`src/rtl/imu_emu_pkg.sv`:
```
// Shared constants, register addresses and FSM state type for the IMU SPI responder.
package imu_emu_pkg;

  localparam logic [6:0] ADDR_WHO_AM_I   = 7'h0F;
  localparam logic [6:0] ADDR_CTRL_FIRST = 7'h10;
  localparam logic [6:0] ADDR_CTRL_LAST  = 7'h19;
  localparam logic [6:0] ADDR_CTRL3_C    = 7'h12;
  localparam logic [6:0] ADDR_STATUS     = 7'h1E;
  localparam logic [6:0] ADDR_OUTX_L_XL  = 7'h28;
  localparam logic [6:0] ADDR_OUTX_H_XL  = 7'h29;
  localparam logic [6:0] ADDR_OUTY_L_XL  = 7'h2A;
  localparam logic [6:0] ADDR_OUTY_H_XL  = 7'h2B;
  localparam logic [6:0] ADDR_OUTZ_L_XL  = 7'h2C;
  localparam logic [6:0] ADDR_OUTZ_H_XL  = 7'h2D;

  localparam int unsigned NUM_CTRL      = 10;
  localparam int unsigned CTRL3_C_IDX   = 2;
  localparam logic [7:0]  CTRL3_C_RESET = 8'h04;
  localparam int unsigned IF_INC_BIT    = 2;

  typedef enum logic [1:0] {
    IDLE,
    CMD,
    READ,
    WRITE
  } spi_rsp_state_t;

  function automatic logic is_ctrl_addr(input logic [6:0] addr);
    return (addr >= ADDR_CTRL_FIRST) && (addr <= ADDR_CTRL_LAST);
  endfunction

  function automatic logic is_accel_addr(input logic [6:0] addr);
    return (addr >= ADDR_OUTX_L_XL) && (addr <= ADDR_OUTZ_H_XL);
  endfunction

endpackage

```
`src/rtl/imu_spi_responder_if.sv`:
```
// SPI bus between the IMU master and the responder (mode 3, active-low chip select).
interface imu_spi_responder_if;
  logic SPC;
  logic CS;
  logic SDI;
  logic SDO;
  logic sdo_oe;

  modport master (
    output SPC,
    output CS,
    output SDI,
    input  SDO,
    input  sdo_oe
  );

  modport slave (
    input  SPC,
    input  CS,
    input  SDI,
    output SDO,
    output sdo_oe
  );
endinterface

```
`src/rtl/spi_edge_sync.sv`:
```
// Multi-flop synchronizer with one-clk rise/fall pulses on the synchronized level.
module spi_edge_sync #(
  parameter int unsigned Stages   = 2,
  parameter bit          ResetVal = 1'b1
) (
  input  logic clk,
  input  logic reset,
  input  logic d,
  output logic rise,
  output logic fall
);

  logic [Stages-1:0] sync_q;
  logic              prev_q;
  logic              level;

  always_ff @(posedge clk) begin
    if (reset) begin
      sync_q <= {Stages{ResetVal}};
      prev_q <= ResetVal;
    end else begin
      sync_q <= {sync_q[Stages-2:0], d};
      prev_q <= sync_q[Stages-1];
    end
  end

  assign level = sync_q[Stages-1];
  assign rise  = level & ~prev_q;
  assign fall  = ~level & prev_q;

endmodule

```
`src/rtl/imu_spi_responder.sv`:
```
// SPI mode-3 slave emulating the accelerometer register interface: reads with burst
// auto-increment, control-register writes, and block-data-update of accel samples.
module imu_spi_responder
  import imu_emu_pkg::*;
#(
  parameter logic [7:0]  WHO_AM_I_VAL = 8'h69,
  parameter int unsigned SYNC_STAGES  = 2
) (
  input  logic                clk,
  input  logic                reset,
  imu_spi_responder_if.slave  spi,
  input  logic [15:0]         accel_x,
  input  logic [15:0]         accel_y,
  input  logic [15:0]         accel_z,
  input  logic                sample_valid,
  output logic                ctrl_wr_valid,
  output logic [6:0]          ctrl_wr_addr,
  output logic [7:0]          ctrl_wr_data,
  output logic                busy
);

  logic spc_rise, spc_fall, cs_rise, cs_fall;
  logic [SYNC_STAGES-1:0] sdi_sync_q;
  logic sdi_s;

  spi_edge_sync #(.Stages(SYNC_STAGES), .ResetVal(1'b1)) u_spc_sync (
    .clk  (clk),
    .reset(reset),
    .d    (spi.SPC),
    .rise (spc_rise),
    .fall (spc_fall)
  );

  // CS chain resets low so a bus held low across reset yields no fall and no "seen high".
  spi_edge_sync #(.Stages(SYNC_STAGES), .ResetVal(1'b0)) u_cs_sync (
    .clk  (clk),
    .reset(reset),
    .d    (spi.CS),
    .rise (cs_rise),
    .fall (cs_fall)
  );

  always_ff @(posedge clk) begin
    if (reset) sdi_sync_q <= '0;
    else       sdi_sync_q <= {sdi_sync_q[SYNC_STAGES-2:0], spi.SDI};
  end
  assign sdi_s = sdi_sync_q[SYNC_STAGES-1];

  spi_rsp_state_t state_q, state_d;
  logic [2:0]  bit_cnt_q, bit_cnt_d;
  logic [6:0]  shreg_q, shreg_d;
  logic [6:0]  addr_q, addr_d;
  logic [6:0]  tx_q, tx_d;
  logic        sdo_q, sdo_d;
  logic        acc_rd_q, acc_rd_d;
  logic        cs_seen_q, cs_seen_d;
  logic [7:0]  ctrl_q [NUM_CTRL];
  logic [7:0]  ctrl_d [NUM_CTRL];
  logic        wr_valid_q, wr_valid_d;
  logic [6:0]  wr_addr_q, wr_addr_d;
  logic [7:0]  wr_data_q, wr_data_d;
  logic [15:0] ax_q, ax_d, ay_q, ay_d, az_q, az_d;
  logic [15:0] px_q, px_d, py_q, py_d, pz_q, pz_d;
  logic        pend_v_q, pend_v_d;
  logic        xlda_q, xlda_d;

  logic [7:0] rd_byte;
  logic [7:0] rx_byte;
  logic       if_inc;
  logic [6:0] addr_next;
  logic       end_txn;

  assign busy     = (state_q != IDLE);
  assign end_txn  = busy && cs_rise;
  assign rx_byte  = {shreg_q, sdi_s};
  assign if_inc   = ctrl_q[CTRL3_C_IDX][IF_INC_BIT];
  assign addr_next = if_inc ? addr_q + 7'd1 : addr_q;

  always_comb begin
    rd_byte = 8'h00;
    case (addr_q)
      ADDR_WHO_AM_I:  rd_byte = WHO_AM_I_VAL;
      ADDR_STATUS:    rd_byte = {7'b0, xlda_q};
      ADDR_OUTX_L_XL: rd_byte = ax_q[7:0];
      ADDR_OUTX_H_XL: rd_byte = ax_q[15:8];
      ADDR_OUTY_L_XL: rd_byte = ay_q[7:0];
      ADDR_OUTY_H_XL: rd_byte = ay_q[15:8];
      ADDR_OUTZ_L_XL: rd_byte = az_q[7:0];
      ADDR_OUTZ_H_XL: rd_byte = az_q[15:8];
      default: begin
        if (is_ctrl_addr(addr_q)) rd_byte = ctrl_q[addr_q[3:0]];
      end
    endcase
  end

  // Bus FSM: rising edges shift command/write data, falling edges drive read data.
  always_comb begin
    state_d    = state_q;
    bit_cnt_d  = bit_cnt_q;
    shreg_d    = shreg_q;
    addr_d     = addr_q;
    tx_d       = tx_q;
    sdo_d      = sdo_q;
    acc_rd_d   = acc_rd_q;
    cs_seen_d  = cs_seen_q | cs_rise;
    ctrl_d     = ctrl_q;
    wr_valid_d = 1'b0;
    wr_addr_d  = wr_addr_q;
    wr_data_d  = wr_data_q;

    unique case (state_q)
      IDLE: begin
        if (cs_fall && cs_seen_q) begin
          state_d   = CMD;
          bit_cnt_d = 3'd0;
          acc_rd_d  = 1'b0;
        end
      end
      CMD: begin
        if (spc_rise) begin
          shreg_d   = rx_byte[6:0];
          bit_cnt_d = bit_cnt_q + 3'd1;
          if (bit_cnt_q == 3'd7) begin
            addr_d  = rx_byte[6:0];
            state_d = rx_byte[7] ? READ : WRITE;
          end
        end
      end
      READ: begin
        if (spc_fall) begin
          if (bit_cnt_q == 3'd0) begin
            sdo_d = rd_byte[7];
            tx_d  = rd_byte[6:0];
          end else begin
            sdo_d = tx_q[6];
            tx_d  = {tx_q[5:0], 1'b0};
          end
        end
        // The master samples bit 0 on the 8th rise; only then is the byte consumed.
        if (spc_rise) begin
          bit_cnt_d = bit_cnt_q + 3'd1;
          if (bit_cnt_q == 3'd7) begin
            addr_d = addr_next;
            if (is_accel_addr(addr_q)) acc_rd_d = 1'b1;
          end
        end
      end
      WRITE: begin
        if (spc_rise) begin
          shreg_d   = rx_byte[6:0];
          bit_cnt_d = bit_cnt_q + 3'd1;
          if (bit_cnt_q == 3'd7) begin
            if (is_ctrl_addr(addr_q)) begin
              ctrl_d[addr_q[3:0]] = rx_byte;
              wr_valid_d          = 1'b1;
              wr_addr_d           = addr_q;
              wr_data_d           = rx_byte;
            end
            addr_d = addr_next;
          end
        end
      end
      default: state_d = IDLE;
    endcase

    if (end_txn) state_d = IDLE;
    if (state_d != READ) sdo_d = 1'b1;
  end

  // Samples arriving mid-transaction are parked until CS rises so a burst never mixes samples.
  always_comb begin
    ax_d     = ax_q;
    ay_d     = ay_q;
    az_d     = az_q;
    px_d     = px_q;
    py_d     = py_q;
    pz_d     = pz_q;
    pend_v_d = pend_v_q;
    xlda_d   = xlda_q;

    if (sample_valid && !busy) begin
      ax_d   = accel_x;
      ay_d   = accel_y;
      az_d   = accel_z;
      xlda_d = 1'b1;
    end else if (sample_valid) begin
      px_d     = accel_x;
      py_d     = accel_y;
      pz_d     = accel_z;
      pend_v_d = 1'b1;
    end

    if (end_txn) begin
      if (acc_rd_q) xlda_d = 1'b0;
      if (sample_valid) begin
        ax_d     = accel_x;
        ay_d     = accel_y;
        az_d     = accel_z;
        xlda_d   = 1'b1;
        pend_v_d = 1'b0;
      end else if (pend_v_q) begin
        ax_d     = px_q;
        ay_d     = py_q;
        az_d     = pz_q;
        xlda_d   = 1'b1;
        pend_v_d = 1'b0;
      end
    end
  end

  always_ff @(posedge clk) begin
    if (reset) begin
      state_q    <= IDLE;
      bit_cnt_q  <= 3'd0;
      shreg_q    <= '0;
      addr_q     <= '0;
      tx_q       <= '0;
      sdo_q      <= 1'b1;
      acc_rd_q   <= 1'b0;
      cs_seen_q  <= 1'b0;
      ctrl_q     <= '{default: 8'h00};
      ctrl_q[CTRL3_C_IDX] <= CTRL3_C_RESET;
      wr_valid_q <= 1'b0;
      wr_addr_q  <= '0;
      wr_data_q  <= '0;
      ax_q       <= '0;
      ay_q       <= '0;
      az_q       <= '0;
      px_q       <= '0;
      py_q       <= '0;
      pz_q       <= '0;
      pend_v_q   <= 1'b0;
      xlda_q     <= 1'b0;
    end else begin
      state_q    <= state_d;
      bit_cnt_q  <= bit_cnt_d;
      shreg_q    <= shreg_d;
      addr_q     <= addr_d;
      tx_q       <= tx_d;
      sdo_q      <= sdo_d;
      acc_rd_q   <= acc_rd_d;
      cs_seen_q  <= cs_seen_d;
      ctrl_q     <= ctrl_d;
      wr_valid_q <= wr_valid_d;
      wr_addr_q  <= wr_addr_d;
      wr_data_q  <= wr_data_d;
      ax_q       <= ax_d;
      ay_q       <= ay_d;
      az_q       <= az_d;
      px_q       <= px_d;
      py_q       <= py_d;
      pz_q       <= pz_d;
      pend_v_q   <= pend_v_d;
      xlda_q     <= xlda_d;
    end
  end

  assign spi.SDO       = sdo_q;
  assign spi.sdo_oe    = (state_q == READ);
  assign ctrl_wr_valid = wr_valid_q;
  assign ctrl_wr_addr  = wr_addr_q;
  assign ctrl_wr_data  = wr_data_q;

endmodule

```
`src/flat_wrapper.sv`:
```
// flat-port wrapper written by rule: the top's interface ports become plain ports
module imu_spi_responder_flat import imu_emu_pkg::*;
#(
  parameter logic [7:0]  WHO_AM_I_VAL = 8'h69,
  parameter int unsigned SYNC_STAGES  = 2
)
  (clk, reset, accel_x, accel_y, accel_z, sample_valid, ctrl_wr_valid, ctrl_wr_addr, ctrl_wr_data, busy, spi_SPC, spi_CS, spi_SDI, spi_SDO, spi_sdo_oe);
  imu_spi_responder_if spi_i ();
  input  logic clk;
  input  logic reset;
  input  logic [15:0] accel_x;
  input  logic [15:0] accel_y;
  input  logic [15:0] accel_z;
  input  logic sample_valid;
  output logic ctrl_wr_valid;
  output logic [6:0] ctrl_wr_addr;
  output logic [7:0] ctrl_wr_data;
  output logic busy;
  input wire logic [$bits(spi_i.SPC)-1:0] spi_SPC;
  input wire logic [$bits(spi_i.CS)-1:0] spi_CS;
  input wire logic [$bits(spi_i.SDI)-1:0] spi_SDI;
  output wire logic [$bits(spi_i.SDO)-1:0] spi_SDO;
  output wire logic [$bits(spi_i.sdo_oe)-1:0] spi_sdo_oe;
  assign spi_i.SPC = spi_SPC;
  assign spi_i.CS = spi_CS;
  assign spi_i.SDI = spi_SDI;
  assign spi_SDO = spi_i.SDO;
  assign spi_sdo_oe = spi_i.sdo_oe;
  imu_spi_responder #(.WHO_AM_I_VAL(WHO_AM_I_VAL), .SYNC_STAGES(SYNC_STAGES)) u_core (.clk(clk), .reset(reset), .spi(spi_i), .accel_x(accel_x), .accel_y(accel_y), .accel_z(accel_z), .sample_valid(sample_valid), .ctrl_wr_valid(ctrl_wr_valid), .ctrl_wr_addr(ctrl_wr_addr), .ctrl_wr_data(ctrl_wr_data), .busy(busy));
endmodule
```
`config.mk`:
```
export PLATFORM = sky130hd
export DESIGN_NAME = imu_spi_responder_flat
export DESIGN_NICKNAME = d
export VERILOG_FILES = /design/src/rtl/imu_emu_pkg.sv /design/src/rtl/imu_spi_responder_if.sv /design/src/rtl/spi_edge_sync.sv /design/src/rtl/imu_spi_responder.sv /design/src/flat_wrapper.sv
export SDC_FILE = /design/constraint.sdc
export NUM_CORES = 1
export LEC_CHECK = 0
export CAP_MARGIN = 20
export CORE_MARGIN = 3
export CORE_UTILIZATION = 30
export DETAILED_ROUTE_END_ITERATION = 8
export GPL_ROUTABILITY_DRIVEN = 1
export PLACE_DENSITY_LB_ADDON = 0.1
export SLEW_MARGIN = 25
export SYNTH_ARGS = -nofsm -noshare
export SYNTH_HDL_FRONTEND = slang
export SYNTH_SLANG_ARGS = --single-unit
```
`constraint.sdc`:
```
create_clock -name clk -period 2.75 [get_ports clk]
set_input_delay 0.55 -clock clk [delete_from_list [all_inputs] [get_ports clk]]
set_output_delay 0.55 -clock clk [all_outputs]
set_load 0.02 [all_outputs]
```
[Word level (Yosys, flattened, before mapping)]
Index checks and enable logic that the tools add are counted.
Storage, ports and cells
  input bits: 54
  flip-flop bits (word level): 231
  output and inout bits: 19
  logic and storage cells: 156
Cells by class
  add/subtract/negate cells: 2
  reduce and logical (&&, ||, !) cells: 24
  equality and inequality tests: 23
  $lt $le $gt $ge: 6
  bitwise gates (word level): 14
  mux-type cells: 53
Operators by type and width (number)
  16-bit two-way mux: 12
  80-bit bitwise mux: 1
  8-bit one-hot mux with 8 select lines: 1
  7-bit by 6-bit == test with 1-bit output (second input constant): 6
  7-bit two-way mux: 6
  8-bit binary-select mux with 4-bit select: 1
  8-bit demux with 4-bit select: 1
  8-bit two-way mux: 4
  2-bit by 1-bit != test with 1-bit output (second input constant): 10
  1-bit two-way mux: 17
  7-bit one-hot mux with 2 select lines: 1
  2-bit two-way mux: 4
  1-bit NOT: 8
  2-bit AND reduction: 4
  7-bit by 1-bit adder with 7-bit output (second input constant): 1
  7-bit by 4-bit == test with 1-bit output (second input constant): 1
  7-bit by 5-bit == test with 1-bit output (second input constant): 1
  7-bit by 5-bit greater-or-equal comparator with 1-bit output (second input constant): 1
  7-bit by 6-bit greater-or-equal comparator with 1-bit output (second input constant): 1
  7-bit by 5-bit <= comparator with 1-bit output (second input constant): 1
  7-bit by 6-bit <= comparator with 1-bit output (second input constant): 1
  1-bit logical AND: 6
  3-bit two-way mux: 2
  3-bit one-hot mux with 2 select lines: 1
  22 further kinds: 30

[Logic depth before layout (Yosys ltp)]
Gate-level depths: netlist of the first run.
  depth in word-level cells: 8
  gate-level depth with buffers: 12
  depth with buffers taken out: 7

[Cells and area by module]
A second synthesis of the first run with hierarchy kept.
Unflattened totals
  cells, all modules: 1340
  area, all modules: 10804.1 um^2
By module, submodules not included
  imu_spi_responder: area an instance 10620.2 um^2, cells an instance 1324, times used 1, seq. area each 4504.3 um^2
  spi_edge_sync at u_core.u_spc_sync: area an instance 92.6 um^2, cells an instance 8, times used 1, seq. area each 60.1 um^2
  spi_edge_sync at u_core.u_cs_sync: area an instance 91.3 um^2, cells an instance 8, times used 1, seq. area each 60.1 um^2

[Least setup slack after synthesis of the first run]
Ideal clock, no wire load.
  kind: register -> register
  start point: reg u_core.addr_q[1]
  end point: reg u_core.tx_q[5]
  library setup time: 0.123 ns
  stages on the path, launching flop included: 12
  path buffers: 4
  arrival: 2.309 ns
  clock period less this slack: 2.432 ns
  slack: 0.318 ns
  required time: 2.627 ns
  path through: dfxtp_1 -> buf_2 -> buf_2 -> inv_1 -> ha_1 -> clkbuf_2 -> o21ba_2 -> a311oi_4 -> buf_6 -> and4_1 -> nor4_1 -> o21ai_1
Between the ends
  longest elaborated chain between the ends: 7
  elaborated cells on any way between the ends: 18
  those cells by class: 2 x order compare; 8 x eq/ne; 6 x mux; 1 x bitwise; 1 x reduce/logical
Ends and longest elaborated chain
  start, declared: RTL line imu_spi_responder.sv:52  | logic [6:0] addr_q, addr_d;
  start signal, assigned: RTL line imu_spi_responder.sv:238  | addr_q <= addr_d;
  4-bit NOT with 5-bit output (not written as such): RTL line imu_spi_responder.sv:91  | if (is_ctrl_addr(addr_q)) rd_byte = ctrl_q[addr_q[3:0]];
  8-bit binary-select mux with 4-bit select: RTL line imu_spi_responder.sv:91
  8-bit two-way mux (not written as such) (2 in series): RTL line imu_spi_responder.sv:91
  8-bit two-way mux: RTL line imu_spi_responder.sv:91
  8-bit one-hot mux with 8 select lines (*): RTL line imu_spi_responder.sv:81  | case (addr_q)
  7-bit two-way mux (*): RTL line imu_spi_responder.sv:131  | if (bit_cnt_q == 3'd0) begin
  end signal, assigned: RTL line imu_spi_responder.sv:239  | tx_q <= tx_d;
  end, declared: RTL line imu_spi_responder.sv:53  | logic [6:0] tx_q, tx_d;
Mark *: on every way between the ends. The rest lies on a longest branch, timed or not. The select of a mux whose other input is x is not followed.
A chain may end at the register's enable or synchronous reset.

[Worst setup path after layout of the first run]
  start point: reg u_core.state_q[1]
  end point: out spi_sdo_oe
Between the ends
  longest elaborated chain between the ends: 1
Ends and longest elaborated chain
  start, declared: RTL line imu_spi_responder.sv:49  | spi_rsp_state_t state_q, state_d;
  start signal, assigned: RTL line imu_spi_responder.sv:235  | state_q <= state_d;
  2-bit == test: RTL line imu_spi_responder.sv:259  | assign spi.sdo_oe = (state_q == READ);
  end, declared: RTL line flat_wrapper.sv:23  | output wire logic [$bits(spi_i.sdo_oe)-1:0] spi_sdo_oe;
Every way passes these cells.

==> results.ini, run 1 <==
[outcome]
status=complete, no violations

[place]
dp_hpwl_mm=22.0
pre_cts_slack_ns=0.406
place_inst=1645
gp_congestion=0.848
portBuffers=72

[detailed_routing]
wl_met2_mm=14.3
dr.pass1.iters=5
highest_layer=met4
met3WireLength_mm=1.42
drcViolationCount=0
drt_iter0_drc=457
vias_per_cell=5.13
wire_per_inst_um=19.9
ant_nets=0
vias=8697
wl_met1_mm=17.5
wl_mm=33.8

[clock_tree]
holdBufCountCts=0
ctsRootBufferMaster=clkbuf_16
numCtsBuffers=28
clock_sinks=231
cts.htree.levels=1
tritoncts=done
clkTransAtPathRegs_ns=0.06
cts_resized=0
clkLatencyLatePin_ns=0.54
postCtsSetupRepairBufs=0
clock_path_buffers=3

[yosys]
netlist_instances=1173
synth_top_cell_area_share_pct=43.7
synth_edf_count=0
syn-num-nets=1234
synth_top_cell_by_area=dfxtp_1
synth_ff_type=dfxtp_1
synth_cell_type_count=67
ys_warn_count=0
yosysSeqAreaShare_pct=43.7
ys_ff_latch=231
syn_area_sq_um=10600
synthTopCellsByArea=dfxtp_1 44%, mux2i_1 16%, a21oi_1 5.6%
yosys-top-cells-count=231 x dfxtp_1, 169 x mux2i_1, 144 x nand2_1
syn_avg_cell_area_sq_um=9.03
yosysMostFrequentCell=dfxtp_1
async_flop_share_pct=0

[die]
row_count=68
initial_core_util_pct=30.5
ioPinCount=73
dieArea_sq_um=37600
fp.dieW_um=194
core-area_sq_um=34700
die_h_um=194

[timing]
fin_setup_tns_ns=0
final-hold-violation-count=0
max_freq_ghz=0.382
fin_crit_ns=2.62
whs_ns=0.410
rsz0062_at_grt=no
slew_headroom_pct=34.9
skew_ns=0.00793
setup_viol=0
drv_slew=0
tightestPinTransition_ns=0.977
period_share_pct=95.3
setup_slack_ns=0.130

[pwr]
internal_power_mw=5.79
ir_worst_vdd_v=0.000424
p_per_area_nw_per_um2=588
swShare_pct=22.7
p_leak_nw=5.17
pwr-share-seq_pct=46.3
comb_power_share_pct=4.4
clkPwrFrac_pct=49.3
switchingPower_mw=1.70

[global_routing]
grt.total_usage_pct=17.1
grt_pass1_wl_mm=51.8
grt_max_degree=113
antenna_found_initial=0
overflow=0
grt_pass1_vias=8331

[setup_path]
crit_type=reg -> out
crit_end=spi_sdo_oe
path_max_fanout=5
r2r_slack_ns=0.42
startpoint=u_core.state_q[1]
rr_startpoint=u_core.addr_q[2]
required_ns=2.20
cp.arrival_ns=2.07
start_kind=flop
end_kind=output pin
worst_r2r_path_depth=6
reg2reg_to=u_core.tx_q[4]

[finish]
antenna_cells=0
num-fill-cells=3607
register_area_sq_um=4630
fin_util_pct=36.7
syn_to_final_growth_pct=20.3
finalNonFillerCells=1696
drive_above_1_share_pct=9.75
nets=1281
multi_input_area_sq_um=5460

[job]
maxCapViolCount=0

[min_path]
worstHoldPathType=reg -> reg

metrics by stage:
stage | power (mW) | instance area, sq um
5_1_grt | 7.77 | 12700
6_report | 7.49 | 12700
4_1_cts | 7.60 | 12700
3_5_place_dp | 3.87 | 11800
3_3_place_gp | 3.87 | 11800
2_1_floorplan | 3.67 | 10600
worst min-delay path by stage:
stage | slack (ns) | startpoint | cells after the start | to
finish | 0.41 | u_core.u_spc_sync.sync_q[0] | 1 | u_core.u_spc_sync.sync_q[1]
global route | 0.43 | u_core.u_spc_sync.sync_q[0] | 1 | u_core.u_spc_sync.sync_q[1]
CTS | 0.42 | u_core.u_spc_sync.sync_q[0] | 1 | u_core.u_spc_sync.sync_q[1]
detailed placement | 0.40 | u_core.u_spc_sync.sync_q[0] | 1 | u_core.u_spc_sync.sync_q[1]
global placement | 0.40 | u_core.u_spc_sync.sync_q[0] | 1 | u_core.u_spc_sync.sync_q[1]
floorplan | 0.39 | u_core.u_spc_sync.sync_q[0] | 1 | u_core.u_spc_sync.sync_q[1]
kinds of logic after synthesis:
logic type | Yosys count | share of synthesized area [%]
AND/OR/NAND/NOR | 398 | 19.0
AO/OA/AOI/OAI | 256 | 15.5
flip-flops | 231 | 43.7
multiplexers | 170 | 16.1
buffers and inverters | 111 | 4.85
adder cells (fa/ha/maj) | 7 | 0.827
cells in the final DEF, fill, tap and decap left out, types with 6 or more instances in the layout:
cell type | Yosys | routed
nand4_4 | 10 | 10
a21oi_1 | 118 | 118
o211ai_1 | 6 | 6
nand3_1 | 12 | 12
nor2b_1 | 13 | 13
nand2_1 | 144 | 144
o21ai_0 | 17 | 17
a2111oi_0 | 12 | 12
clkbuf_1 | 66 | 9
nor3_1 | 19 | 19
dfxtp_1 | 231 | 230
ha_1 | 7 | 7
o221ai_1 | 21 | 21
a22oi_1 | 18 | 18
nor2_1 | 120 | 119
inv_1 | 9 | 9
buf_4 | 1 | 41
clkdlybuf4s50_1 | 0 | 71
clkbuf_8 | 2 | 8
o22ai_1 | 29 | 29
clkbuf_16 | 0 | 29
mux2i_1 | 169 | 169
nand4_1 | 8 | 8
nor4_1 | 9 | 9
and3_1 | 29 | 29
area by class of cell:
type	instances	share of cell area, %
clock buffer	46	6.82
inverter	10	0.294
timing repair buffer	118	8.86
tap	455	4.47
multi-input combinational	831	42.8
clock inverter	5	0.422
sequential	231	36.3
layer usage:
metal,global-route usage [%],vias to the layer above
li1,-,4316
met1,26.1,4191
met2,25.2,153
met3,3.15,37
met4,3.40,0
met5,0,-
flip-flops by register name, summed over array words and instances, names as in the netlist, 2 cells and up:
name / flops
u_core.bit_cnt_q: 3
u_core.addr_q: 7
u_core.u_spc_sync.sync_q: 2
u_core.px_q: 16
u_core.ctrl_wr_addr: 7
u_core.state_q: 2
u_core.sdi_sync_q: 2
u_core.pz_q: 16
u_core.tx_q: 7
u_core.shreg_q: 7
u_core.u_cs_sync.sync_q: 2
u_core.ax_q: 16
u_core.ctrl_wr_data: 8
u_core.ctrl_q: 80
u_core.py_q: 16
u_core.ay_q: 16
u_core.az_q: 16
critical path: stages (launching register included):
cell	delay [ns]
dfxtp_1	0.42
nor2b_1	0.41
clkdlybuf4s50_1	0.70
power by group through the flow:
stage	clock, mW	combinational [mW]	sequential, mW
floorplan	0	0.174	3.50
global placement	0	0.329	3.54
detailed placement	0	0.330	3.54
CTS	3.80	0.331	3.47
global route	3.94	0.356	3.47
finish	3.69	0.327	3.47
Power figures use the tool's default switching activity.
==> run 2, diff against run 1 <==
--- a/config.mk
+++ b/config.mk
@@ -6,11 +6,14 @@
 export NUM_CORES = 1
 export LEC_CHECK = 0
 export CAP_MARGIN = 20
+export CELL_PAD_IN_SITES_DETAIL_PLACEMENT = 0
+export CELL_PAD_IN_SITES_GLOBAL_PLACEMENT = 2
 export CORE_MARGIN = 3
 export CORE_UTILIZATION = 30
 export DETAILED_ROUTE_END_ITERATION = 8
 export GPL_ROUTABILITY_DRIVEN = 1
 export PLACE_DENSITY_LB_ADDON = 0.1
+export RECOVER_POWER = 50
 export SLEW_MARGIN = 25
 export SYNTH_ARGS = -nofsm -noshare
 export SYNTH_HDL_FRONTEND = slang
==> run 2 against run 1 <==
- clock skew rose by 0.010 ns
- critical endpoint is now u_core.az_q[14]
- via count fell by 0.32%
- clock power rose by 7.6%
- register-to-register slack got worse by 0.16 ns
- global-route usage rose by 0.77 points
- critical path depth rose by 5
- die area did not move
==> results.ini, run 2 (synthesized netlist as in run 1, its figures left out) <==
[outcome]
status=complete, no violations

[pwr]
switchingPower_mw=1.72  ; +1.2%
p_per_area_nw_per_um2=608  ; +3.4%
ir_worst_vdd_v=0.000682  ; +61%
internal_power_mw=6.04  ; +4.4%
swShare_pct=22.2  ; -0.55 points
pwr-share-seq_pct=44.6  ; -1.7 points
clkPwrFrac_pct=51.2  ; +1.9 points
p_leak_nw=5.22  ; +0.83%
comb_power_share_pct=4.2  ; -0.2 points

[place]
gp_congestion=0.760  ; -10%
dp_hpwl_mm=22.7  ; +3.3%
pre_cts_slack_ns=0.384  ; -0.0219 ns
place_inst=1647  ; +0.12%
portBuffers=72  ; unchanged

[timing]
rsz0062_at_grt=no
period_share_pct=90.6  ; -4.7 points
fin_setup_tns_ns=0  ; unchanged
fin_crit_ns=2.49  ; -0.129 ns
skew_ns=0.0183  ; +0.0104 ns
drv_slew=0  ; unchanged
slew_headroom_pct=12.6  ; -22 points
tightestPinTransition_ns=1.31  ; +0.335 ns
setup_slack_ns=0.259  ; +0.129 ns
max_freq_ghz=0.401  ; +5.2%
final-hold-violation-count=0  ; unchanged
whs_ns=0.415  ; +0.00528 ns
setup_viol=0  ; unchanged

[clock_tree]
cts_resized=0  ; unchanged
clock_sinks=231  ; unchanged
clkTransAtPathRegs_ns=0.06  ; about the same
clock_path_buffers=3  ; unchanged
holdBufCountCts=0  ; unchanged
tritoncts=done
postCtsSetupRepairBufs=0  ; unchanged
cts.htree.levels=1  ; unchanged
clkLatencyLatePin_ns=0.55  ; about the same
ctsRootBufferMaster=clkbuf_16
numCtsBuffers=29  ; +3.6%

[min_path]
worstHoldPathType=reg -> reg
min_path_cells=1  ; unchanged

[global_routing]
grt.total_usage_pct=17.9  ; +0.77 points
grt_max_degree=110  ; -2.7%
overflow=0  ; unchanged
grt_pass1_wl_mm=53.2  ; +2.9%
antenna_found_initial=0  ; unchanged
grt_pass1_vias=8333  ; +0.024%

[setup_path]
worst_r2r_path_depth=7  ; +1
path_max_fanout=17  ; +12
end_kind=flop
required_ns=3.15  ; +0.95 ns
crit_type=reg -> reg
start_kind=flop
cp.arrival_ns=2.89  ; +0.82 ns

[finish]
nets=1284  ; +0.23%
final_common_cell=dfxtp_1
antenna_cells=0  ; unchanged
regMostFlops=u_core.ctrl_q
finalNonFillerCells=1700  ; +0.24%
largest_reg_flops=80  ; unchanged
layout_common_cells=230 x dfxtp_1, 169 x mux2i_1, 144 x nand2_1, 119 x nor2_1, 118 x a21oi_1
drive_above_1_share_pct=9.80  ; +0.049 points
syn_to_final_growth_pct=20.6

[detailed_routing]
dr.pass1.iters=7  ; +2
drt_iter0_drc=552  ; +21%
ant_nets=0  ; unchanged
vias_per_cell=5.10  ; -0.56%
wire_per_inst_um=20.4  ; +2.4%
drcViolationCount=0  ; unchanged
wl_mm=34.7  ; +2.7%
vias=8669  ; -0.32%

[job]
maxCapViolCount=0  ; unchanged

[die]
dieArea_sq_um=37600  ; unchanged
die_h_um=194  ; unchanged
initial_core_util_pct=30.5  ; unchanged
core-area_sq_um=34700  ; unchanged
ioPinCount=73  ; unchanged
row_count=68  ; unchanged
fp.dieW_um=194  ; unchanged

run 2: cell types whose count changed in the layout (fill, tap and decap cells not counted), moves of 2 or more:
cell and delta:
dlygate4sd3_1 +7, clkbuf_2 +4, buf_12 -3, clkdlybuf4s50_1 -7, bufinv_16 +3, buf_4 -2
clkbuf_1 +2
run 2: worst paths after layout:
check                                                 start                     endpoint  slack [ns]
worst max-delay path                      u_core.state_q[0]              u_core.az_q[14]        0.26
worst min-delay path            u_core.u_spc_sync.sync_q[0]  u_core.u_spc_sync.sync_q[1]        0.42
worst max register to register            u_core.state_q[0]              u_core.az_q[14]        0.26
worst min register to register  u_core.u_spc_sync.sync_q[0]  u_core.u_spc_sync.sync_q[1]        0.42
run 2: layout make-up:
cell class | instances | area, sq um
Tap cell | 455 | 569
Inverter | 10 | 37.5
Clock inverter | 9 | 148
Clock buffer | 44 | 852
Fill cell | 3617 | 21900
Sequential cell | 231 | 4630
Multi-Input combinational cell | 831 | 5460
Timing Repair Buffer | 120 | 1080
run 2: critical path, stage by stage, from the launching register on:
cell      delay (ns)
dfxtp_1         0.42
nor2_2          0.11
nor2_1          0.15
clkbuf_1        0.70
o21ai_0         0.34
nand2_1         0.15
clkbuf_2        0.35
o22ai_1         0.14
run 2: layer usage:
layer  track usage, %  vias to the layer above  share of wire [%]
li1                 -                     4322                  -
met1             28.2                     4150                 52
met2             25.7                      162                 42
met3             2.28                       35                3.7
met4             4.12                        0                2.2
met5                0                        -                  0
run 2: per-stage QoR:
step | power [mW] | utilization (%) | cell area (sq um)
floorplan | 3.67 | - | 10600
global placement | 3.87 | 34.0 | 11800
detailed placement | 3.87 | 34.0 | 11800
CTS | 7.90 | 36.9 | 12800
global route | 8.08 | 36.8 | 12800
finish | 7.76 | 36.8 | 12800
run 2: power groups by stage:
stage | logic [mW] | clock network (mW) | registers, mW
4_1_cts | 0.335 | 4.10 | 3.46
6_report | 0.326 | 3.97 | 3.47
3_3_place_gp | 0.334 | 0 | 3.54
3_5_place_dp | 0.333 | 0 | 3.54
2_1_floorplan | 0.174 | 0 | 3.50
5_1_grt | 0.359 | 4.25 | 3.47
==> run 3, diff against run 2 <==
--- a/config.mk
+++ b/config.mk
@@ -6,8 +6,6 @@
 export NUM_CORES = 1
 export LEC_CHECK = 0
 export CAP_MARGIN = 20
-export CELL_PAD_IN_SITES_DETAIL_PLACEMENT = 0
-export CELL_PAD_IN_SITES_GLOBAL_PLACEMENT = 2
 export CORE_MARGIN = 3
 export CORE_UTILIZATION = 30
 export DETAILED_ROUTE_END_ITERATION = 8
==> run 3 against run 2 <==
- the run now ends with max-capacitance violations, max-slew violations left
- combinational power about the same
- sequential cell count is the same
- setup slack worse by 0.13 ns
- register-to-register slack better by 0.07 ns
- fmax shrank 5.1%
- critical endpoint is now spi_sdo_oe
- largest cell class unchanged
==> results.ini, run 3 (synthesized netlist as in run 1, its figures left out) <==
[pwr]
pwr-share-seq_pct=46.3  ; +1.7 points
internal_power_mw=5.78  ; -4.3%
clkPwrFrac_pct=49.3  ; -1.9 points
ir_worst_vdd_v=0.000421  ; -38%
p_per_area_nw_per_um2=589  ; -3.1%
comb_power_share_pct=4.3  ; about the same
power_mw=7.48  ; -3.6%
p_leak_nw=5.21  ; about the same
switchingPower_mw=1.70  ; -1.3%
swShare_pct=22.7  ; +0.54 points

[timing]
fin_crit_ns=2.63  ; +0.135 ns
final-hold-violation-count=0  ; unchanged
tightestPinTransition_ns=2.46  ; +1.15 ns
rsz0062_at_grt=no
max_freq_ghz=0.381  ; -5.1%
slew_headroom_pct=-64.3  ; -77 points
drv_slew=192  ; +192
period_share_pct=95.5  ; +4.9 points
skew_ns=0.0101  ; -0.00827 ns
fin_setup_tns_ns=0  ; unchanged
setup_viol=0  ; unchanged

[finish]
regMostFlops=u_core.ctrl_q
antenna_cells=0  ; unchanged
largest_reg_flops=80  ; unchanged
syn_to_final_growth_pct=20.0
final_common_cell=dfxtp_1
drive_above_1_share_pct=9.75  ; -0.049 points
layout_common_cells=230 x dfxtp_1, 169 x mux2i_1, 144 x nand2_1, 119 x nor2_1, 118 x a21oi_1
fin_util_pct=36.6  ; -0.18 points
nets=1281  ; -0.23%
num-fill-cells=3611  ; -0.17%

[die]
dieArea_sq_um=37600  ; unchanged
die_h_um=194  ; unchanged
row_count=68  ; unchanged
fp.dieW_um=194  ; unchanged
core-area_sq_um=34700  ; unchanged
ioPinCount=73  ; unchanged
initial_core_util_pct=30.5  ; unchanged

[outcome]
status=finished, violations left
failed_checks=max-capacitance violations, max-slew violations

[setup_path]
start_kind=flop
end_kind=output pin
path_max_fanout=5  ; -12
required_ns=2.20  ; -0.95 ns
cp.arrival_ns=2.08  ; -0.81 ns
crit_type=reg -> out
worst_r2r_path_depth=6  ; -1

[min_path]
min_path_cells=1  ; unchanged
worstHoldPathType=reg -> reg

[global_routing]
grt_max_degree=113  ; +2.7%
grt_pass1_vias=8331  ; -0.024%
grt_pass1_wl_mm=51.8  ; -2.8%
antenna_found_initial=0  ; unchanged
grt.total_usage_pct=17.1  ; -0.77 points
overflow=0  ; unchanged

[clock_tree]
clock_sinks=231  ; unchanged
numCtsBuffers=28  ; -3.4%
postCtsSetupRepairBufs=0  ; unchanged
tritoncts=done
clkLatencyLatePin_ns=0.54  ; about the same
clkTransAtPathRegs_ns=0.06  ; about the same
cts.htree.levels=1  ; unchanged
ctsRootBufferMaster=clkbuf_16
holdBufCountCts=0  ; unchanged
clock_path_buffers=3  ; unchanged
cts_resized=0  ; unchanged

[detailed_routing]
wl_mm=33.7  ; -2.7%
vias=8713  ; +0.51%
wire_per_inst_um=19.9  ; -2.5%
drt_iter0_drc=482  ; -13%
drcViolationCount=0  ; unchanged
dr.pass1.iters=5  ; -2
vias_per_cell=5.14  ; +0.74%
ant_nets=0  ; unchanged

[place]
gp_congestion=0.848  ; +12%
portBuffers=72  ; unchanged
dp_hpwl_mm=22.0  ; -3.2%

[job]
maxCapViolCount=2  ; +2

-- run 3: cell types whose count changed in the layout (fill, tap and decap cells not counted) --
cell / delta
buf_12: +1
buf_6: +1
bufinv_16: -3
clkbuf_1: -2
clkbuf_4: -1
clkbuf_8: +1
clkdlybuf4s50_1: -8
clkinv_2: -1
clkinv_4: +1
clkinvlp_4: -1
dlygate4sd3_1: +8
mux2_1: -1
mux2_2: +1
-- run 3: path summary, 6_finish.rpt --
path,endpoint,slack (ns),start
worst min-delay path,u_core.u_spc_sync.sync_q[1],0.41,u_core.u_spc_sync.sync_q[0]
worst max register to register,u_core.ax_q[12],0.33,u_core.state_q[1]
worst min register to register,u_core.u_spc_sync.sync_q[1],0.41,u_core.u_spc_sync.sync_q[0]
worst max-delay path,spi_sdo_oe,0.12,u_core.state_q[1]
-- run 3: critical path, stage by stage, from the launching register on --
cell and delay, ns:
dfxtp_1 0.42, nor2b_1 0.41, clkdlybuf4s50_1 0.70
-- run 3: power groups by stage --
stage,registers [mW],clock network [mW],logic (mW)
final,3.47,3.69,0.324
after global routing,3.47,3.94,0.353
after CTS,3.47,3.80,0.331
after detailed placement,3.54,0,0.330
after global placement,3.54,0,0.329
after floorplan,3.50,0,0.174
-- run 3: area by class of cell --
cell class / count / area [sq um] / share of cell area [%]
inverter: 10 / 37.5 / 0.295
tap: 455 / 569 / 4.48
timing repair buffer: 118 / 1090 / 8.61
clock inverter: 5 / 53.8 / 0.423
clock buffer: 46 / 870 / 6.84
multi-input combinational: 831 / 5460 / 43.0
sequential: 231 / 4630 / 36.4
-- run 3: routing by layer --
layer	up-vias	part of all wire (%)	GRT usage [%]	wire, um
met5	-	0	0	0
met4	0	1.9	3.40	626
met3	39	4.9	3.15	1640
met2	155	43	25.2	14400
met1	4207	51	26.1	17100
li1	4312	-	-	-
-- run 3: metrics by stage --
| stage | area [sq um] | worst slack [ns] | hold WS [ns] | cells |
|---|---|---|---|---|
| 6_report | 12700 | 0.124 | 0.410 | 1696 |
| 2_1_floorplan | 10600 | 0.318 | 0.389 | 1173 |
| 3_5_place_dp | 11800 | 0.406 | 0.401 | 1645 |
| 5_1_grt | 12700 | 0.0530 | 0.435 | 1696 |
| 4_1_cts | 12700 | 0.114 | 0.416 | 1696 |
| 3_3_place_gp | 11800 | 0.380 | 0.404 | 1645 |
==> edit 1: new RTL, settings of run 2 <==
`ResetVal`: 1'b0 -> 1'b1.
--- a/src/rtl/imu_spi_responder.sv
+++ b/src/rtl/imu_spi_responder.sv
@@ -32,7 +32,7 @@
   );
 
   // CS chain resets low so a bus held low across reset yields no fall and no "seen high".
-  spi_edge_sync #(.Stages(SYNC_STAGES), .ResetVal(1'b0)) u_cs_sync (
+  spi_edge_sync #(.Stages(SYNC_STAGES), .ResetVal(1'b1)) u_cs_sync (
     .clk  (clk),
     .reset(reset),
     .d    (spi.CS),
Behaviour: not the same (Yosys sat finds a counterexample within 10 cycles, from zero or initial values and one cycle with reset high).
==> edit 1 against run 2 <==
The run now ends with capacitance limit, slew limit left. Final area increased by 2.1%. Wire length increased by 5.8%. Sequential power about the same. Area after synthesis increased by 2.3%. Total power increased by 3.4%. Sequential cell count unchanged. Setup slack got worse by 0.15 ns. Final cell count increased by 11%.
==> edit 1: results (changes against run 2) <==
stage,metric,value,unit,change
status,failing checks,"capacitance limit, slew limit",,
synth,fraction of registers with async set/reset,0,%,unchanged
synth,top post-synthesis cells by area,"dfxtp_1, nand2_1, mux2i_1",,"was dfxtp_1, mux2i_1, a21oi_1"
clock_network,CTS root buf,clkbuf_16,,unchanged
clock_network,Num CTS Buffers,30,,was 29
place,PortBufs,72,,unchanged
synth,Synth Area in Compound Gates,18.4,%,was 15.5%
synth,adder-cell share of the synthesized area,0.808,%,was 0.827%
synth,mux contribution to synthesized area,9.28,%,was 16.1%
drt,drt pass-1 iters,5,,was 7
drt,1st-iter DRT viols,582,,was 552
timing,min Tclk post-route,2.64,ns,was 2.49 ns
timing,skew final,0.0112,ns,was 0.0183 ns
final_layout,final cell count without fillers,1889,,was 1700
grt,GRT Util Overall,18.4,%,was 17.9%
final_layout,nets@finish,1471,,was 1284
synth,Synth top cells by count,"nand2_1, dfxtp_1, a21oi_1, nor2_1, mux2i_1",,"was dfxtp_1, mux2i_1, nand2_1, nor2_1, a21oi_1"
clock_network,Post-CTS Setup Bufs,0,,unchanged
flow_run,Max Cap Viol,1,,was 0
clock_network,H-tree levels,1,,unchanged
timing,post-route setup TNS,0,ns,unchanged
synth,count of cell types in the netlist,55,,was 67
final_layout,max FFs per register,80,,unchanged
synth,post-synthesis sequential area ratio,42.7,%,was 43.7%
power,Net Sw Frac,22.9,%,was 22.2%
status,status,"complete, but fails checks",,was completed
place,routability congestion estimate,0.747,,was 0.760
clock_network,Clock Tree Buf Depth,3,,unchanged
final_layout,Largest Register,u_core.ctrl_q,,unchanged
worst_hold_path,Worst Hold Class,input pin to register,,was register to register
clock_network,CTS resizes,1,,was 0
synth,Post-synth EDFFs,0,,unchanged
timing,Slew headroom,-5.24,%,was 12.6%
worst_setup_path,CP arrival,2.09,ns,was 2.89 ns
worst_setup_path,Reg2Reg Setup Slack,0.28,ns,was 0.26 ns
grt,antenna violations before repair,0,,unchanged
clock_network,Clock Latency Late Sink,0.55,ns,about the same
worst_setup_path,CP Max Fanout,10,,was 17
grt,largest net degree at the start of global routing,123,,was 110
power,Lkg Pwr,0.00445,uW,was 0.00522 uW
drt,WL final,36700,um,was 34700 um
synth,Synth Area per Inst,7.83,um^2,was 9.03 um^2
clock_network,"Reg clk slew, reported paths",0.06,ns,about the same
grt,vias in the first global route,9264,,was 8333
place,Post-DP HPWL,23700,um,was 22700 um
power,VDD IR max,441,uV,was 682 uV
final_layout,# diodes,0,,unchanged
timing,Max Transition Viols Final,123,,was 0
final_layout,share of layout cells above drive strength 1,7.95,%,was 9.80%
synth,total number of yosys warnings,0,,unchanged
drt,vias per cell,5.16,,was 5.10
synth,XOR/XNOR Fraction of Synth Area,0,%,unchanged
grt,global-route wire length before repair,56400,um,was 53200 um
place,dpl cells,1833,,was 1647
[edit 1: changes by cell type after synthesis, sizes merged, moves of 12 or more]
cell,delta
o22ai,-12
and3,-15
a211oi,+19
a222oi,+14
clkbuf,+14
nand2,+174
inv,+15
mux2i,-73
a311oi,+18
a21oi,+56
nand3,+49
o221ai,-21
[edit 1: worst paths after layout]
| check | start | cells after the start | endpoint |
|---|---|---|---|
| hold reg to reg | u_core.u_spc_sync.sync_q[0] | 1 | u_core.u_spc_sync.sync_q[1] |
| setup / recovery | u_core.state_q[0] | 3 | busy |
| hold / removal | reset | 2 | u_core.cs_seen_q |
| setup reg to reg | u_core.addr_q[1] | 8 | u_core.tx_q[0] |
[edit 1: cells by family after synthesis]
logic type,count (synthesis)
AND/OR/NAND/NOR,577
AO/OA/AOI/OAI,323
flip-flops,231
buffers and inverters,146
multiplexers,100
adder cells (fa/ha/maj),7
[edit 1: power groups by stage]
stage | combinational, uW | sequential (uW) | clock, uW
after global routing | 435 | 3460 | 4420
after detailed placement | 396 | 3530 | 0
after CTS | 398 | 3460 | 4310
after floorplan | 232 | 3500 | 0
final | 389 | 3460 | 4180
after global placement | 394 | 3530 | 0
[edit 1: final cells by class]
type	instances	area, um^2
Clock inverter	13	170
Clock buffer	43	891
Timing Repair Buffer	114	1070
Fill cell	3730	22000
Tap cell	455	569
Multi-Input combinational cell	1007	5620
Sequential cell	231	4630
Inverter	26	98.8
[edit 1: layer usage]
layer | up-vias | global-route usage [%] | part of all wire [%]
li1 | 4894 | - | -
met1 | 4624 | 24.9 | 47
met2 | 170 | 30.9 | 47
met3 | 52 | 2.30 | 3.7
met4 | 0 | 4.81 | 2.3
met5 | - | 0 | 0
[edit 1: worst max-delay path: stages, from the launching register on]
cell and delay, ns:
dfxtp_1 0.42, nor2_1 0.27, clkinv_2 0.23, clkdlybuf4s50_1 0.62
[edit 1: metrics by stage]
stage / setup WS [ns] / hold slack [ns] / utilization, % / area, um^2
2_1_floorplan: 0.409 / 0.389 / - / 10800
3_3_place_gp: 0.422 / 0.402 / 34.3 / 12000
3_5_place_dp: 0.371 / 0.395 / 34.3 / 12000
4_1_cts: 0.0292 / 0.360 / 37.3 / 13100
5_1_grt: 0.0131 / 0.386 / 37.2 / 13000
6_report: 0.106 / 0.373 / 37.2 / 13000
==> edit 2: new RTL, flow settings as in run 2 <==
Without the edit above. `py_q` no longer has a reset.
--- a/src/rtl/imu_spi_responder.sv
+++ b/src/rtl/imu_spi_responder.sv
@@ -227,7 +227,6 @@
       ay_q       <= '0;
       az_q       <= '0;
       px_q       <= '0;
-      py_q       <= '0;
       pz_q       <= '0;
       pend_v_q   <= 1'b0;
       xlda_q     <= 1'b0;
@@ -248,11 +247,14 @@
       ay_q       <= ay_d;
       az_q       <= az_d;
       px_q       <= px_d;
-      py_q       <= py_d;
       pz_q       <= pz_d;
       pend_v_q   <= pend_v_d;
       xlda_q     <= xlda_d;
     end
+  end
+
+  always_ff @(posedge clk) begin
+    py_q <= py_d;
   end
 
   assign spi.SDO       = sdo_q;
Check against the original RTL: same outputs for any inputs over 10 cycles, from zero or initial values and one cycle with reset high; that may be too few to reach the edited logic, so the function may still have changed.
==> edit 2 against run 2 <==
The flow now finishes with violations (capacitance limit, slew limit). Total power decreased by 1.5%. Clock skew down 0.0019 ns. First-iteration DRC count fell by 3.1%. Final area is 1.2% higher. Count of clock-buffer cells in the layout down 4. Hold slack improved by 0.00052 ns. Setup slack worse by 0.059 ns. Wire length increased by 0.95%. Area after synthesis is 1.3% higher. Critical path depth shrank 4. Sequential cell count is the same. Synthesized cell count is 3.3% higher. Via count increased by 3.3%. Critical path type is now register to output port. Critical endpoint is now spi_sdo_oe. Largest power group unchanged.
==> edit 2: results (changes against run 2) <==
stage,metric,value,unit,change
drt,met3 routed WL,1470,um,was 1280 um
place,dpl cells,1680,,was 1647
drt,Metal-1 WL,19100,um,was 18200 um
synth,Synth Area per Inst,8.86,um^2,was 9.03 um^2
worst_setup_path,CP arrival,2.00,ns,was 2.89 ns
drt,drt pass-1 iters,5,,was 7
place,placed cell areas,12000,um^2,was 11800 um^2
flow_run,Max Cap Viol,1,,was 0
synth,mux contribution to synthesized area,14.7,%,was 16.1%
timing,Hold Slack,0.416,ns,was 0.415 ns
synth,Post-synth EDFFs,16,,was 0
grt,antenna violations before repair,1,,was 0
timing,skew final,0.0164,ns,was 0.0183 ns
grt,GR Layer Usage met3,2.76,%,was 2.28%
final_layout,share of layout cells above drive strength 1,10.4,%,was 9.80%
power,VDD IR max,443,uV,was 682 uV
timing,Slew @ Worst Pin,1.64,ns,was 1.31 ns
worst_setup_path,CP Max Fanout,15,,was 17
grt,global-route wire length before repair,54400,um,was 53200 um
power,Int Pwr,5910,uW,was 6040 uW
clock_network,Num CTS Buffers,28,,was 29
grt,GRT Util Overall,17.9,%,about the same
synth,Synth top cells by count,"dfxtp_1, mux2i_1, a21oi_1, nor2_1, nand2_1",,"was dfxtp_1, mux2i_1, nand2_1, nor2_1, a21oi_1"
drt,met2 routed WL,13900,um,was 14400 um
status,failing checks,"capacitance limit, slew limit",,
place,routability congestion estimate,0.756,,was 0.760
grt,grt met2 use,24.1,%,was 25.7%
grt,met1 usage,29.6,%,was 28.2%
timing,Max Transition Viols Final,74,,was 0
grt,vias in the first global route,8487,,was 8333
worst_setup_path,Reg2Reg Setup Slack,0.32,ns,was 0.26 ns
drt,vias per cell,5.18,,was 5.10
status,status,"complete, but fails checks",,was completed
timing,crit share post-route,92.7,%,was 90.6%
drt,vias,8954,,was 8669
synth,Synth Area in Compound Gates,18.1,%,was 15.5%
worst_setup_path,r2r startpoint,u_core.addr_q[0],,was u_core.state_q[0]
place,post-place setup slack,0.302,ns,was 0.384 ns
## edit 2: power groups by stage
stage | clock network [uW] | registers (uW) | logic (uW)
after global placement | 0 | 3560 | 390
after global routing | 4040 | 3500 | 419
final | 3780 | 3490 | 377
after CTS | 3900 | 3490 | 390
after floorplan | 0 | 3530 | 210
after detailed placement | 0 | 3560 | 388
## edit 2: worst paths after layout
check                                      to
setup / recovery                   spi_sdo_oe
hold / removal    u_core.u_spc_sync.sync_q[1]
setup reg to reg            u_core.ctrl_q[69]
hold reg to reg   u_core.u_spc_sync.sync_q[1]
## edit 2: critical path, stage by stage, from the launching register on
cell	delay, ns
dfxtp_1	0.32
buf_4	0.22
nor2b_2	0.27
clkdlybuf4s50_1	0.64
## edit 2: layout make-up
cell class                      instances  area, um^2
Clock buffer                           40         847
Clock inverter                         10         104
Fill cell                            3591       22000
Inverter                               11        41.3
Multi-Input combinational cell        863        5470
Sequential cell                       231        4790
Tap cell                              455         569
Timing Repair Buffer                  120        1110
